**src/rtl/lmsm_sequencer.sv**
```systemverilog
// lmsm_sequencer: expands LM/SM into one single-register micro-op per mask bit and stalls fetch meanwhile.
// Define LMSM_WRITEBACK_EN to append an ADI RA,RA,#popcount micro-op after each non-empty LM/SM.
module lmsm_sequencer #(
    parameter int IW   = 16,
    parameter int NREG = 8
) (
    input  logic          clk,
    input  logic          reset,
    input  logic [IW-1:0] ir_in,
    input  logic          valid_in,
    input  logic          hold,
    output logic [IW-1:0] ir_out,
    output logic          valid_out,
    output logic [2:0]    addr_off,
    output logic          last,
    output logic          stall_fetch,
    output logic          busy
);

    typedef enum logic [1:0] {
        IDLE = 2'd0,
        SEQ  = 2'd1,
        WB   = 2'd2
    } state_e;

    state_e          state_q, state_d;
    logic [IW-1:0]   ir_q, ir_d;
    logic            valid_q, valid_d;
    logic [2:0]      addr_off_q, addr_off_d;
    logic            last_q, last_d;
    logic [NREG-1:0] rem_q, rem_d;
    logic [2:0]      count_q, count_d;

    logic            is_lmsm;
    logic [NREG-1:0] in_mask;
    logic [NREG-1:0] in_pick;
    logic [NREG-1:0] rem_pick;

    // Two's-complement trick: m & -m isolates the lowest set bit as a one-hot.
    function automatic logic [NREG-1:0] lowest_bit(input logic [NREG-1:0] m);
        return m & (~m + NREG'(1));
    endfunction

    assign is_lmsm  = (ir_in[IW-1:IW-3] == 3'b011);
    assign in_mask  = ir_in[NREG-1:0];
    assign in_pick  = lowest_bit(in_mask);
    assign rem_pick = lowest_bit(rem_q);

`ifdef LMSM_WRITEBACK_EN
    logic [2:0] wb_ra;
    logic [3:0] wb_pop;

    assign wb_ra  = ir_q[IW-5:IW-7];
    // count wraps to 0 only after all eight transfers, which then means eight.
    assign wb_pop = {count_q == 3'd0, count_q};
`endif

    // NOTE: every signal written here gets its default first, so no path can leave it unassigned and infer a latch.
    always_comb begin
        state_d    = state_q;
        ir_d       = ir_q;
        valid_d    = valid_q;
        addr_off_d = addr_off_q;
        last_d     = last_q;
        rem_d      = rem_q;
        count_d    = count_q;

        if (!hold) begin
            case (state_q)
                IDLE: begin
                    valid_d = 1'b0;
                    if (valid_in) begin
                        if (!is_lmsm) begin
                            ir_d       = ir_in;
                            valid_d    = 1'b1;
                            addr_off_d = 3'd0;
                            last_d     = 1'b1;
                        end else if (in_mask == '0) begin
                            ir_d       = ir_in;
                            addr_off_d = 3'd0;
                            last_d     = 1'b0;
                        end else begin
                            ir_d       = {ir_in[IW-1:NREG], in_pick};
                            valid_d    = 1'b1;
                            addr_off_d = 3'd0;
                            rem_d      = in_mask & ~in_pick;
                            count_d    = 3'd1;
                            last_d     = 1'b0;
                            if (rem_d != '0) begin
                                state_d = SEQ;
                            end else begin
`ifdef LMSM_WRITEBACK_EN
                                state_d = WB;
`else
                                last_d  = 1'b1;
`endif
                            end
                        end
                    end
                end

                SEQ: begin
                    // The header byte (opcode, RA, IR[8]) is still held in the upper bits of ir_q.
                    ir_d       = {ir_q[IW-1:NREG], rem_pick};
                    valid_d    = 1'b1;
                    addr_off_d = count_q;
                    rem_d      = rem_q & ~rem_pick;
                    count_d    = count_q + 3'd1;
                    last_d     = 1'b0;
                    if (rem_d == '0) begin
`ifdef LMSM_WRITEBACK_EN
                        state_d = WB;
`else
                        state_d = IDLE;
                        last_d  = 1'b1;
`endif
                    end
                end

`ifdef LMSM_WRITEBACK_EN
                WB: begin
                    ir_d       = {4'b0001, wb_ra, wb_ra, 6'(wb_pop)};
                    valid_d    = 1'b1;
                    addr_off_d = 3'd0;
                    last_d     = 1'b1;
                    state_d    = IDLE;
                end
`endif

                default: state_d = IDLE;
            endcase
        end
    end

    // NOTE: state registers use non-blocking assignments so every flop samples pre-edge values, independent of statement order.
    always_ff @(posedge clk) begin
        if (reset) begin
            state_q    <= IDLE;
            ir_q       <= '0;
            valid_q    <= 1'b0;
            addr_off_q <= 3'd0;
            last_q     <= 1'b0;
            rem_q      <= '0;
            count_q    <= 3'd0;
        end else begin
            state_q    <= state_d;
            ir_q       <= ir_d;
            valid_q    <= valid_d;
            addr_off_q <= addr_off_d;
            last_q     <= last_d;
            rem_q      <= rem_d;
            count_q    <= count_d;
        end
    end

    assign ir_out      = ir_q;
    assign valid_out   = valid_q;
    assign addr_off    = addr_off_q;
    assign last        = last_q;
    assign stall_fetch = (state_q != IDLE);
    assign busy        = (state_q != IDLE);

endmodule

```
**config.mk**
```make
export PLATFORM = sky130hd
export DESIGN_NAME = lmsm_sequencer
export DESIGN_NICKNAME = d
export VERILOG_FILES = /design/src/rtl/lmsm_sequencer.sv
export SDC_FILE = /design/constraint.sdc
export NUM_CORES = 1
export LEC_CHECK = 0
export CELL_PAD_IN_SITES_DETAIL_PLACEMENT = 0
export CELL_PAD_IN_SITES_GLOBAL_PLACEMENT = 1
export CORE_MARGIN = 5
export CORE_UTILIZATION = 35
export CTS_CLUSTER_DIAMETER = 150
export DETAILED_ROUTE_END_ITERATION = 6
export PLACE_DENSITY_LB_ADDON = 0.1
export SLEW_MARGIN = 20
export SYNTH_ARGS = -nofsm -noshare
export SYNTH_HDL_FRONTEND = slang
export SYNTH_SLANG_ARGS = --single-unit
export TNS_END_PERCENT = 1
```
**constraint.sdc**
```tcl
create_clock -name clk -period 2.6 [get_ports clk]
set_input_delay 0.26 -clock clk [delete_from_list [all_inputs] [get_ports clk]]
set_output_delay 0.26 -clock clk [all_outputs]
set_load 0.005 [all_outputs]
```
==> run metrics, run 1 <==
status finished clean; start point of the worst hold path valid_out; vias in the first global route 1789; CTS H-Tree Depth 2; hold endpoint valid_out; detailed-routing iteration count for the pre-antenna-repair pass 4; Hold/Removal Path Class register to register; max incr delay on CP 0.61 ns; residual antenna-violating net count after detailed routing 0; standard cell with the maximum stage delay on the critical path sky130_fd_sc_hd__or4_4; Cells on Worst Hold Path 2; nature of the critical path endpoint register; fin area 2326 µm²; leading cell types by count after synthesis sky130_fd_sc_hd__dfxtp_1, sky130_fd_sc_hd__nor2_1, sky130_fd_sc_hd__nand2_1, sky130_fd_sc_hd__clkbuf_1, sky130_fd_sc_hd__a21oi_1; FP Rows 25; share of cells above drive strength 1 0.1129; Gate power share 0.154; Mapped Cells 203; initial antenna violation count 0; Yosys cell types 54; worst skew pair latency 0.28 ns; hold buffer count at CTS 0; startpoint class of the critical path input pin; worst path cell trace clkdlybuf4s50_1, or4_4, or4_4, a211o_1, a311oi_2; vias 1706; cell type contributing the most total cell area after synthesis sky130_fd_sc_hd__dfxtp_1; worst path arrival time 2.33 ns; die area 6352 µm²; DIE WIDTH 79.70 µm; Post-Synthesis Mean Instance Area 8.376 µm²; layout overhead on the synthesized area 36.79%; maximum buffer depth of the clock tree 2; Reg clk slew, reported paths 0.07 ns; clock sinks 32; FF-to-FF End last; share of total power consumed by net switching 0.2475; cell area after synthesis 1700 µm²; classification of the worst setup path input pin to register; final setup fails 0; Post-CTS Setup Bufs 0; top achievable clock speed 470.8 MHz; worst endpoint required time 2.81 ns; sequential-to-total area share from yosys stat 0.3767; Static Leak 0.8546 nW; sequential fraction of design power 0.440; Yosys reg bits 32; Setup Skew 0.005006 ns; maximum number of pins on one net before global-route repair 17; Syn. warnings 0; VDD IR max 318.7 µV; share of power burned in the clock network 0.406; minimum period implied by the final worst setup slack 2.124 ns; clock tree from TritonCTS done; total negative slack for setup checks 0 ns; Vias/cell 5.416; core area 4723 µm²; flip-flop cell with the highest count after synthesis sky130_fd_sc_hd__dfxtp_1; cell with the most instances on the worst path sky130_fd_sc_hd__or4_4; hold violation count in the final report 0; placed wire-length estimate after detailed placement 3.858 mm; starting utilization of the core area 0.3600; total of max-cap violations 0; die outline height 79.70 µm; most numerous cell in the Yosys netlist sky130_fd_sc_hd__dfxtp_1; CTS Buf Count 5; total power 1.181 mW; Worst Tran Pin Value 0.7976 ns; reg-to-reg setup timing slack 0.73 ns; Iter 0 DRT Violations 88; ratio of final minimum period to clock period 0.8170; top-level port count 43; number of flops mapped to enable cells by yosys 0; cell internal pwr 0.8888 mW; # fillers 470; largest cells by area after synthesis sky130_fd_sc_hd__dfxtp_1, sky130_fd_sc_hd__nor2_1, sky130_fd_sc_hd__mux2i_1; power density over the cells 507.8 nW/µm²; Cell Area, Placed 2215 µm²; Final Routed Wirelength 5.219 mm; routed length per instance 16.57 µm; total routing resource utilization after global routing 0.1794; overall overflow remaining after global route 0; depth of the worst register-to-register path 4; count of inserted antenna diode cells 0; post-synth net total 224; worst slew slack as a fraction of its limit 0.4672; Synth async-reset ratio 0; final layout net count 268; sw power 0.2924 mW; drc violations 0; final number of max-transition violations 0; final weighted congestion of routability-driven global placement 0.9048; top cell type's share of synthesized area 0.3767; first-pass GRT wire length 8.756 mm; Worst Path Max Fanout 8; Clock Tree Root sky130_fd_sc_hd__clkbuf_8; Worst R2R Start state_q[0]; number of buffers added on ports 42; setup repair after global routing missed its margin false; post-cts resize count 0
placed cells by master (no fill, tap or decap), drive strengths merged, types with 3 or more instances in the layout:
cell           instances
a211oi                 6
clkdlybuf4s50         42
a21oi                 10
clkbuf                 5
maj3                   3
o21ai                 10
mux2i                  8
nor3                   8
or3                    3
nor2                  26
a311oi                 3
dfxtp                 32
nand3                  3
inv                    7
a22oi                  5
nand2                 13
or4                    4
buf                   12
nor3b                  4
a2bb2oi                3
per-stage QoR:
step | instances | hold slack (ns) | util | worst slack (ns)
after global routing | 315 | 0.4886 | 0.4925 | 0.4072
after CTS | 315 | 0.4588 | 0.4925 | 0.4884
after detailed placement | 307 | 0.4515 | 0.4689 | 0.1927
after global placement | 307 | 0.4464 | 0.4689 | 0.2199
after floorplan | 203 | 0.4017 | - | 0.5610
final | 315 | 0.4568 | 0.4925 | 0.4759
power by group through the flow:
| stage | registers, mW | logic (mW) | clock network [mW] |
|---|---|---|---|
| final | 0.520 | 0.181 | 0.480 |
| after global routing | 0.523 | 0.197 | 0.527 |
| after CTS | 0.520 | 0.182 | 0.496 |
| after detailed placement | 0.531 | 0.181 | 0 |
| after global placement | 0.530 | 0.180 | 0 |
| after floorplan | 0.531 | 0.0829 | 0 |
cell families after synthesis:
| logic type | share of synthesized area |
|---|---|
| and+or+nand+nor | 0.2274 |
| buffers and inverters | 0.06549 |
| DFF | 0.3767 |
| AOI/OAI and AO/OA | 0.2465 |
| xor gates and xnor gates | 0.005152 |
| muxes | 0.05372 |
| adders and majority gates | 0.02502 |
sequential cells by signal, summed over array words and instances, names as in the netlist:
signal and flops:
ir_out 16, last 1, addr_off 3, rem_q 7
valid_out 1, state_q 1, count_q 3
area by class of cell:
type	count	area, µm²	area share
clock inverter	3	42.54	0.01829
inverter	7	26.28	0.01130
clock buffer	5	68.82	0.02959
timing repair buffer	54	510.5	0.2195
multi-input combinational	147	953.4	0.4099
tap	67	83.83	0.03604
sequential	32	640.6	0.2754
worst max-delay path, delay by kind of cell:
| kind | cells | cell delay [ns] |
|---|---|---|
| simple gates | 2 | 1.05 |
| compound gates | 2 | 0.53 |
| buf+inv | 1 | 0.49 |
worst max path at each step:
stage	start	endpoint	slack (ns)	depth (start not counted)
floorplan	ir_in[2]	ir_out[7]	0.56	6
global route	ir_in[3]	ir_out[7]	0.41	5
CTS	ir_in[3]	ir_out[7]	0.49	5
finish	ir_in[3]	ir_out[7]	0.48	5
global placement	ir_in[3]	ir_out[7]	0.22	5
detailed placement	ir_in[3]	ir_out[7]	0.19	5
routing by layer:
layer | track usage | share of wire | vias up
met2 | 0.2930 | 0.47 | 51
met1 | 0.2207 | 0.45 | 802
li1 | - | - | 841
met4 | 0.07560 | 0.028 | 0
met3 | 0.04853 | 0.050 | 12
met5 | 0 | 0 | -
Note: power is estimated with default switching activity, not from simulation.
==> inputs of run 2 (changes only) <==
--- a/config.mk
+++ b/config.mk
@@ -8,7 +8,7 @@
 export CELL_PAD_IN_SITES_DETAIL_PLACEMENT = 0
 export CELL_PAD_IN_SITES_GLOBAL_PLACEMENT = 1
 export CORE_MARGIN = 5
-export CORE_UTILIZATION = 35
+export CORE_UTILIZATION = 32
 export CTS_CLUSTER_DIAMETER = 150
 export DETAILED_ROUTE_END_ITERATION = 6
 export PLACE_DENSITY_LB_ADDON = 0.1
==> constraint.sdc (replaced) <==
create_clock -name clk -period 1.9 [get_ports clk]
set_input_delay 0.19 -clock clk [delete_from_list [all_inputs] [get_ports clk]]
set_output_delay 0.19 -clock clk [all_outputs]
set_load 0.005 [all_outputs]
==> run metrics, run 2 (synthesized netlist as in run 1, its figures left out) <==
number of buffers added on ports 42; initial antenna violation count 0; final layout net count 290; final setup fails 0; worst path cell trace clkdlybuf4s50_1, or4_4, or4_4, a211o_1, a311oi_2; starting utilization of the core area 0.3308; top-level port count 43; Crit path buffers/inverters 1; overall overflow remaining after global route 0; Worst Path Max Fanout 2; top achievable clock speed 544.2 MHz; final weighted congestion of routability-driven global placement 0.8695; routed length per instance 15.88 µm; first-pass GRT wire length 9.025 mm; core area 5140 µm²; worst skew pair latency 0.29 ns; Setup Skew 0.003664 ns; maximum number of pins on one net before global-route repair 24; standard cell with the maximum stage delay on the critical path sky130_fd_sc_hd__or4_4; layout overhead on the synthesized area 48.64%; Worst Tran Pin Value 0.4208 ns; Reg clk slew, reported paths 0.07 ns; startpoint class of the critical path input pin; Static Leak 0.9850 nW; # fillers 553; power density over the cells 675.7 nW/µm²; DIE WIDTH 82.90 µm; drc violations 0; FP Rows 26; residual antenna-violating net count after detailed routing 0; Hold/Removal Path Class register to register; die outline height 82.90 µm; kind of cell adding the most delay to the critical path simple AND/OR/NAND/NOR gates; nature of the critical path endpoint register; total power 1.708 mW; total of max-cap violations 0; commonest non-fill, non-tap cell in the layout sky130_fd_sc_hd__clkdlybuf4s50_1; die area 6872 µm²; worst path arrival time 2.04 ns; vias in the first global route 1836; worst endpoint required time 2.11 ns; flip-flop count of the largest register, all copies and words added 16; cell with the most instances on the worst path sky130_fd_sc_hd__or4_4; hold violation count in the final report 0; share of cells above drive strength 1 0.1926; worst slew slack as a fraction of its limit 0.7188; max incr delay on CP 0.44 ns; commonest cells after routing, fill and taps aside sky130_fd_sc_hd__clkdlybuf4s50_1, sky130_fd_sc_hd__dfxtp_1, sky130_fd_sc_hd__buf_4; Vias/cell 5.241; status finished clean; placed wire-length estimate after detailed placement 4.057 mm; hold buffer count at CTS 0; final core utilization 0.4917; clock sinks 32; vias 1782; clock tree from TritonCTS done; VDD IR max 422.7 µV; detailed-routing iteration count for the pre-antenna-repair pass 4; CTS H-Tree Depth 2; CTS Buf Count 5; Clock Tree Root sky130_fd_sc_hd__clkbuf_8; ratio of final minimum period to clock period 0.9671; classification of the worst setup path input pin to register; final number of max-transition violations 0; maximum buffer depth of the clock tree 2; count of inserted antenna diode cells 0; total routing resource utilization after global routing 0.1608; Final Routed Wirelength 5.398 mm; Iter 0 DRT Violations 71; minimum period implied by the final worst setup slack 1.838 ns
==> run 2: timing repair <==
action,CTS,global route
resized for setup,6,1
cloned,0,0
setup endpoints to repair,2,1
pin swaps,3,0
buffers inserted,1,0
==> run 2: layout make-up <==
type / count / area [µm²] / area share
inverter: 7 / 26.28 / 0.01040
clock buffer: 7 / 96.34 / 0.03812
clock inverter: 1 / 30.03 / 0.01188
tap: 70 / 87.58 / 0.03465
multi-input combinational: 147 / 967.2 / 0.3827
sequential: 32 / 640.6 / 0.2535
timing repair buffer: 76 / 679.4 / 0.2688
==> run 2: final timing paths <==
kind | slack [ns] | to | cells after the start | from
max reg2reg | 0.09 | state_q[0] | 4 | rem_q[3]
min reg2reg | 0.46 | valid_out | 2 | valid_out
min | 0.46 | valid_out | 2 | valid_out
max | 0.06 | ir_out[7] | 5 | ir_in[1]
==> run 2: power breakdown <==
part / switching [mW] / total, mW / internal, mW
Clock: 0.260 / 0.722 / 0.463
Combinational: 0.124 / 0.276 / 0.152
Sequential: 0.0142 / 0.710 / 0.696
Total: 0.397 / 1.71 / 1.31
==> run 2: through the flow <==
stage | std cells | hold slack [ns] | TNS, ns | worst slack [ns] | cell area (µm²)
floorplan | 203 | 0.3317 | -0.01103 | -0.01103 | 1707
global placement | 331 | 0.4486 | -2.903 | -0.3048 | 2376
detailed placement | 331 | 0.4563 | -3.346 | -0.3316 | 2376
CTS | 340 | 0.4701 | 0 | 0.06444 | 2520
global route | 340 | 0.4931 | -0.006640 | -0.006640 | 2527
finish | 340 | 0.4649 | 0 | 0.06247 | 2527
==> run 2: worst register-to-register path: cells and delay by family (launching register included) <==
family             cells  cell delay [ns]
and+or+nand+nor        1             0.59
DFF                    1             0.35
AOI/OAI and AO/OA      3             0.75
==> run 2: layer usage <==
layer  track usage  wire length (µm)  up-vias  part of all wire
met5             0                 0        -                 0
met4       0.06835                99        0             0.018
met3       0.03564               334        9             0.062
met2        0.2602              2622       55              0.49
met1        0.2048              2342      836              0.43
li1              -                 -      882                 -
